### src/rtl/rt_imp_kernel_pkg.sv
// Shared constants and types for the kernel multiply / accumulate / round / saturate path.
package rt_imp_kernel_pkg;
    localparam int PROD_WIDTH = 23;
    localparam int LATENCY    = 4;
    localparam int TAPS       = 9;
    localparam int ACC_WIDTH  = 32;
    localparam int SHIFT      = 8;
    localparam int OUT_WIDTH  = 8;

    typedef logic [OUT_WIDTH-1:0]        pixel_t;
    typedef logic signed [ACC_WIDTH-1:0] acc_t;
endpackage

### src/rtl/rt_imp_fifo2.sv
// Two-entry first-word-fall-through pixel buffer; head is always visible on dout.
module rt_imp_fifo2
    import rt_imp_kernel_pkg::*;
(
    input  logic       clk,
    input  logic       reset,
    input  logic       push,
    input  logic       pop,
    input  pixel_t     din,
    output pixel_t     dout,
    output logic [1:0] count,
    output logic       full
);
    pixel_t mem [2];
    logic   rd_ptr;
    logic   wr_ptr;
    logic   do_push;
    logic   do_pop;

    assign full    = (count == 2'd2);
    assign do_pop  = pop && (count != 2'd0);
    // When full, a coinciding pop frees the head slot, which is the one being written.
    assign do_push = push && (!full || do_pop);
    assign dout    = mem[rd_ptr];

    always_ff @(posedge clk) begin
        if (reset) begin
            mem[0] <= '0;
            mem[1] <= '0;
            rd_ptr <= 1'b0;
            wr_ptr <= 1'b0;
            count  <= '0;
        end else begin
            if (do_push) begin
                mem[wr_ptr] <= din;
                wr_ptr      <= ~wr_ptr;
            end
            if (do_pop) begin
                rd_ptr <= ~rd_ptr;
            end
            count <= count + {1'b0, do_push} - {1'b0, do_pop};
        end
    end

    a_no_overflow: assert property (@(posedge clk) disable iff (reset) !(push && full && !pop));
endmodule

### src/rtl/rt_imp_mac_acc_round_sat.sv
// Accumulates TAPS multiplier products per pixel, rounds/shifts/saturates, and buffers results.
module rt_imp_mac_acc_round_sat
    import rt_imp_kernel_pkg::*;
(
    input  logic                  clk,
    input  logic                  reset,
    output logic                  ce_out,
    input  logic                  issue_valid,
    input  logic [PROD_WIDTH-1:0] prod,
    output logic [OUT_WIDTH-1:0]  out_data,
    output logic                  out_valid,
    input  logic                  out_ready,
    output logic [3:0]            tap_idx,
    output logic                  sat_sticky
);
    localparam acc_t       ROUND_BIAS = acc_t'(2 ** (SHIFT - 1));
    localparam acc_t       PIX_MAX    = acc_t'(2 ** OUT_WIDTH - 1);
    localparam logic [3:0] LAST_TAP   = 4'(TAPS - 1);

    logic [LATENCY-1:0] vld;
    logic [1:0]         count;
    logic               full;
    logic               consume;
    logic               last_tap;
    logic               push;
    logic               clip;
    acc_t               acc;
    acc_t               acc_next;
    acc_t               rounded;
    pixel_t             pixel;

    // The multiplier and the shadow pipe advance together, so freezing both keeps them aligned.
    assign ce_out   = !full || out_ready;
    assign consume  = ce_out && vld[LATENCY-1];
    assign last_tap = (tap_idx == LAST_TAP);
    assign push     = consume && last_tap;
    assign acc_next = acc + acc_t'($signed(prod));
    assign rounded  = (acc_next + ROUND_BIAS) >>> SHIFT;

    always_comb begin
        clip  = 1'b0;
        pixel = rounded[OUT_WIDTH-1:0];
        if (rounded < 0) begin
            clip  = 1'b1;
            pixel = '0;
        end else if (rounded > PIX_MAX) begin
            clip  = 1'b1;
            pixel = '1;
        end
    end

    always_ff @(posedge clk) begin
        if (reset) begin
            vld        <= '0;
            acc        <= '0;
            tap_idx    <= '0;
            sat_sticky <= 1'b0;
        end else begin
            if (ce_out) begin
                vld <= {vld[LATENCY-2:0], issue_valid};
            end
            if (consume) begin
                if (last_tap) begin
                    acc     <= '0;
                    tap_idx <= '0;
                    if (clip) begin
                        sat_sticky <= 1'b1;
                    end
                end else begin
                    acc     <= acc_next;
                    tap_idx <= tap_idx + 4'd1;
                end
            end
        end
    end

    rt_imp_fifo2 u_fifo (
        .clk   (clk),
        .reset (reset),
        .push  (push),
        .pop   (out_ready),
        .din   (pixel),
        .dout  (out_data),
        .count (count),
        .full  (full)
    );

    assign out_valid = (count != 2'd0);
endmodule

### config.mk
export PLATFORM = sky130hd
export DESIGN_NAME = rt_imp_mac_acc_round_sat
export DESIGN_NICKNAME = d
export VERILOG_FILES = /design/src/rtl/rt_imp_kernel_pkg.sv /design/src/rtl/rt_imp_fifo2.sv /design/src/rtl/rt_imp_mac_acc_round_sat.sv
export SDC_FILE = /design/constraint.sdc
export NUM_CORES = 1
export LEC_CHECK = 0
export CORE_MARGIN = 5
export CORE_UTILIZATION = 51
export DETAILED_ROUTE_END_ITERATION = 6
export PLACE_DENSITY = 0.72
export SYNTH_ARGS = -nofsm -noshare
export SYNTH_HDL_FRONTEND = slang
export SYNTH_SLANG_ARGS = --single-unit
### constraint.sdc
create_clock -name clk -period 13.6 [get_ports clk]
set_input_delay 2.04 -clock clk [delete_from_list [all_inputs] [get_ports clk]]
set_output_delay 2.04 -clock clk [all_outputs]
set_load 0.1 [all_outputs]
==> flow_metrics.py <==
metrics = {
    "detailed_routing": {
        "totalWireLength_mm": 11.9,
        "drtAntennaViolNets": 0,
        "drt_pass1_iterations": 5,
        "routed_via_density": 5.86,
        "wl_per_cell_um": 15.9,
        "drt_iter0_drc": 288,
        "drcViolationCount": 0,
        "vias": 4395,
    },
    "cts": {
        "htreeDepth": 3,
        "clk_pin_slew_ns": 0.07,
        "cts_root_buf": "clkbuf_8",
        "cts_resized": 0,
        "post-cts-setup-buffers": 0,
        "clock_latency_ns": 0.36,
        "cts.sinks": 62,
        "numCtsBuffers": 9,
        "tritoncts": "built",
        "cts_hold_buffers": 0,
        "max-clock-path-buffers": 2,
    },
    "synth": {
        "ys.flop_type": "dfxtp_1",
        "ys_types": 79,
        "ys_seq_elements": 62,
        "syn_avg_cell_area_um2": 8.26,
        "seq_area_frac_synth": 0.289,
        "synth_edf_count": 16,
        "async_reset_ff_frac": 0,
        "synth_warnings": 0,
        "synth_fp_nets": 652,
        "synth_area_um2": 4860,
        "netlist_instances": 588,
    },
    "global_routing": {
        "grt.total_usage": 0.220,
        "grt-ovfl-total": 0,
        "grt_pass1_wl_mm": 20.6,
        "grt_max_degree": 51,
        "antenna_found_initial": 0,
        "grt_pass1_vias": 4236,
    },
    "sta": {
        "max-slew-margin-rel": 0.286,
        "fmax_ghz": 0.149,
        "min_period_over_period": 0.492,
        "finClkSkew_ns": 0.0187,
        "rsz0062_at_grt": "false",
        "drv_slew": 0,
        "finalWorstPathRequiredPeriod_ns": 6.69,
        "tns_ns": 0,
        "worst_pin_slew_ns": 1.07,
        "setup_viol_count_final": 0,
        "finalHoldViolations": 0,
    },
    "power_and_ir_drop": {
        "power_mw": 0.475,
        "leakagePower_nw": 2.12,
        "ir_worst_vdd_v": 0.0000473,
        "power_per_cell_area_nw_per_um2": 86.4,
    },
    "finish": {
        "area_growth_pct": 13.1,
        "layout.cells.non_filler": 750,
        "fin_util": 0.592,
        "num-fill-cells": 871,
        "layout-drive-gt1-share": 0.105,
        "antennaDiodeCount": 0,
        "nets": 680,
    },
    "die": {
        "core-area_um2": 9280,
        "chipHeight_um": 108,
        "io_pins": 42,
        "rows": 35,
        "start_util": 0.523,
        "die_w_um": 108,
        "die_area_um2": 11600,
    },
    "critical_path": {
        "arrival_ns": 6.75,
        "r2r-start": "acc[0]",
        "worstSetupPathType": "in -> reg",
        "cp_max_fo": 16,
        "end_kind": "flop",
        "rrSetupSlack_ns": 8.73,
        "rr_endpoint": "u_fifo.mem[0][4]",
        "critPathLaunchType": "input pin",
        "crit_required_ns": 13.66,
        "r2r_cells": 16,
    },
    "hold_path": {
        "hold_class": "reg -> reg",
        "hold_depth": 2,
        "hold_start": "vld[0]",
        "min_to": "vld[0]",
    },
    "placed_design": {
        "dpl.hpwl_mm": 8.92,
        "port_buffers": 41,
        "dp_cells": 734,
        "place_congestion": 0.924,
    },
    "flow_run": {
        "drv_cap": 0,
    },
    "outcome": {
        "outcome": "finished clean",
    },
}
==> cell usage after synthesis (4+ instances only) <==
cell type  instances  share of area
xor2_1            10          0.018
and4_1             4         0.0072
clkbuf_1          15          0.012
a31oi_1            7         0.0090
a21oi_1           60          0.062
ha_1              36          0.093
or2_2              5         0.0064
xnor2_1           24          0.043
inv_1             14          0.011
or3_1              6         0.0077
a211oi_2           4          0.010
nand2_1           58          0.045
nand2b_1           6         0.0077
and2_1             8          0.010
nor3_1            21          0.022
o21a_1             4         0.0062
nor2_1            72          0.056
o21ai_0           21          0.022
o211ai_1           5         0.0077
a22oi_1           27          0.042
dfxtp_1           46           0.19
a21o_1             5         0.0077
o21ai_1            7         0.0072
buf_2              6         0.0062
mux2_2             8          0.019
nand3_1            8         0.0082
and3_1             4         0.0052
nor4_1             4         0.0052
nand4_1            6         0.0077
edfxtp_1          16          0.099
a21oi_2            4         0.0072
==> critical path: stages <==
cell and delay [ns]:
clkdlybuf4s50_1 0.47, ha_1 0.21, inv_1 0.07, fa_1 0.39
nand2b_1 0.19, a21oi_2 0.24, o21ai_2 0.13, xnor2_1 0.30
ha_1 0.23, and3_1 0.23, nand4_2 0.18, or4b_4 0.59
a211oi_2 0.23, a2bb2oi_2 0.17, o211ai_2 0.13, a2111oi_4 0.76
a21oi_1 0.17
==> through the flow <==
step,worst slack [ns],hold WS (ns),cell area (um2)
final,6.91,0.452,5490
after global routing,6.52,0.490,5490
after CTS,6.91,0.453,5490
after detailed placement,6.54,0.445,5320
after global placement,6.67,0.439,5320
after floorplan,7.64,0.432,4860
==> report_power, final <==
group | internal, mW | switching [mW] | leakage (nW)
Clock | 0.0703 | 0.0782 | 0.0861
Sequential | 0.195 | 0.00399 | 0.530
Combinational | 0.0442 | 0.0826 | 1.50
Total | 0.310 | 0.165 | 2.12
==> cell usage in the layout, fill, tap and decap left out, types with 5 or more instances in the layout <==
cell type / synthesis / layout
nand3_1: 8 / 8
a21o_1: 5 / 5
xnor2_1: 24 / 24
nand2b_1: 6 / 6
or3_1: 6 / 6
nand2_1: 58 / 58
a31oi_1: 7 / 7
clkbuf_8: 0 / 10
nand4_1: 6 / 6
a21oi_1: 60 / 60
nor3_1: 21 / 21
a22oi_1: 27 / 27
clkdlybuf4s50_1: 0 / 40
and2_1: 8 / 8
nor2_1: 72 / 71
inv_1: 14 / 14
xor2_1: 10 / 10
mux2_2: 8 / 8
dfxtp_1: 46 / 46
edfxtp_1: 16 / 16
o211ai_1: 5 / 5
ha_1: 36 / 36
o21ai_0: 21 / 21
o21ai_1: 7 / 7
or2_2: 5 / 5
==> how the worst max path moves through the flow <==
stage / cells past startpoint / from / endpoint
after floorplan: 17 / prod[0] / u_fifo.mem[1][1]
after global placement: 17 / prod[0] / u_fifo.mem[1][0]
after detailed placement: 17 / prod[0] / u_fifo.mem[0][4]
after CTS: 17 / prod[0] / u_fifo.mem[0][4]
after global routing: 16 / prod[0] / u_fifo.mem[1][1]
final: 17 / prod[0] / u_fifo.mem[0][4]
==> registers in the layout, summed over array words and instances, names as in the netlist, named ones only <==
name	flops
acc	32
sat_sticky	1
tap_idx	4
u_fifo.count	2
u_fifo.mem	16
u_fifo.rd_ptr	1
u_fifo.wr_ptr	1
vld	4
==> final cells by class <==
type / instances / area, um2 / share of cell area
Clock inverter: 4 / 22.5 / 0.00410
Sequential cell: 62 / 1400 / 0.255
Clock buffer: 12 / 145 / 0.0264
Tap cell: 129 / 161 / 0.0294
Inverter: 15 / 56.3 / 0.0103
Multi-Input combinational cell: 484 / 3280 / 0.597
Timing Repair Buffer: 44 / 428 / 0.0779
==> routing by layer <==
layer  share of wire  up-vias  track usage
li1                -     2214            -
met1            0.45     2031        0.290
met2            0.47      126        0.362
met3           0.059       24       0.0456
met4           0.019        0       0.0640
met5               0        -            0
==> logic make-up (layout without fill, tap and decap cells) <==
logic type	after synthesis	count (layout)	share of synthesized area
xor gates and xnor gates	38	38	0.0770
muxes	11	11	0.0247
and+or+nand+nor	220	220	0.223
adders and majority gates	37	37	0.0969
buffers and inverters	42	75	0.0373
DFF	62	62	0.289
AOI/OAI and AO/OA	178	178	0.252
(Power assumes the default switching activity.)
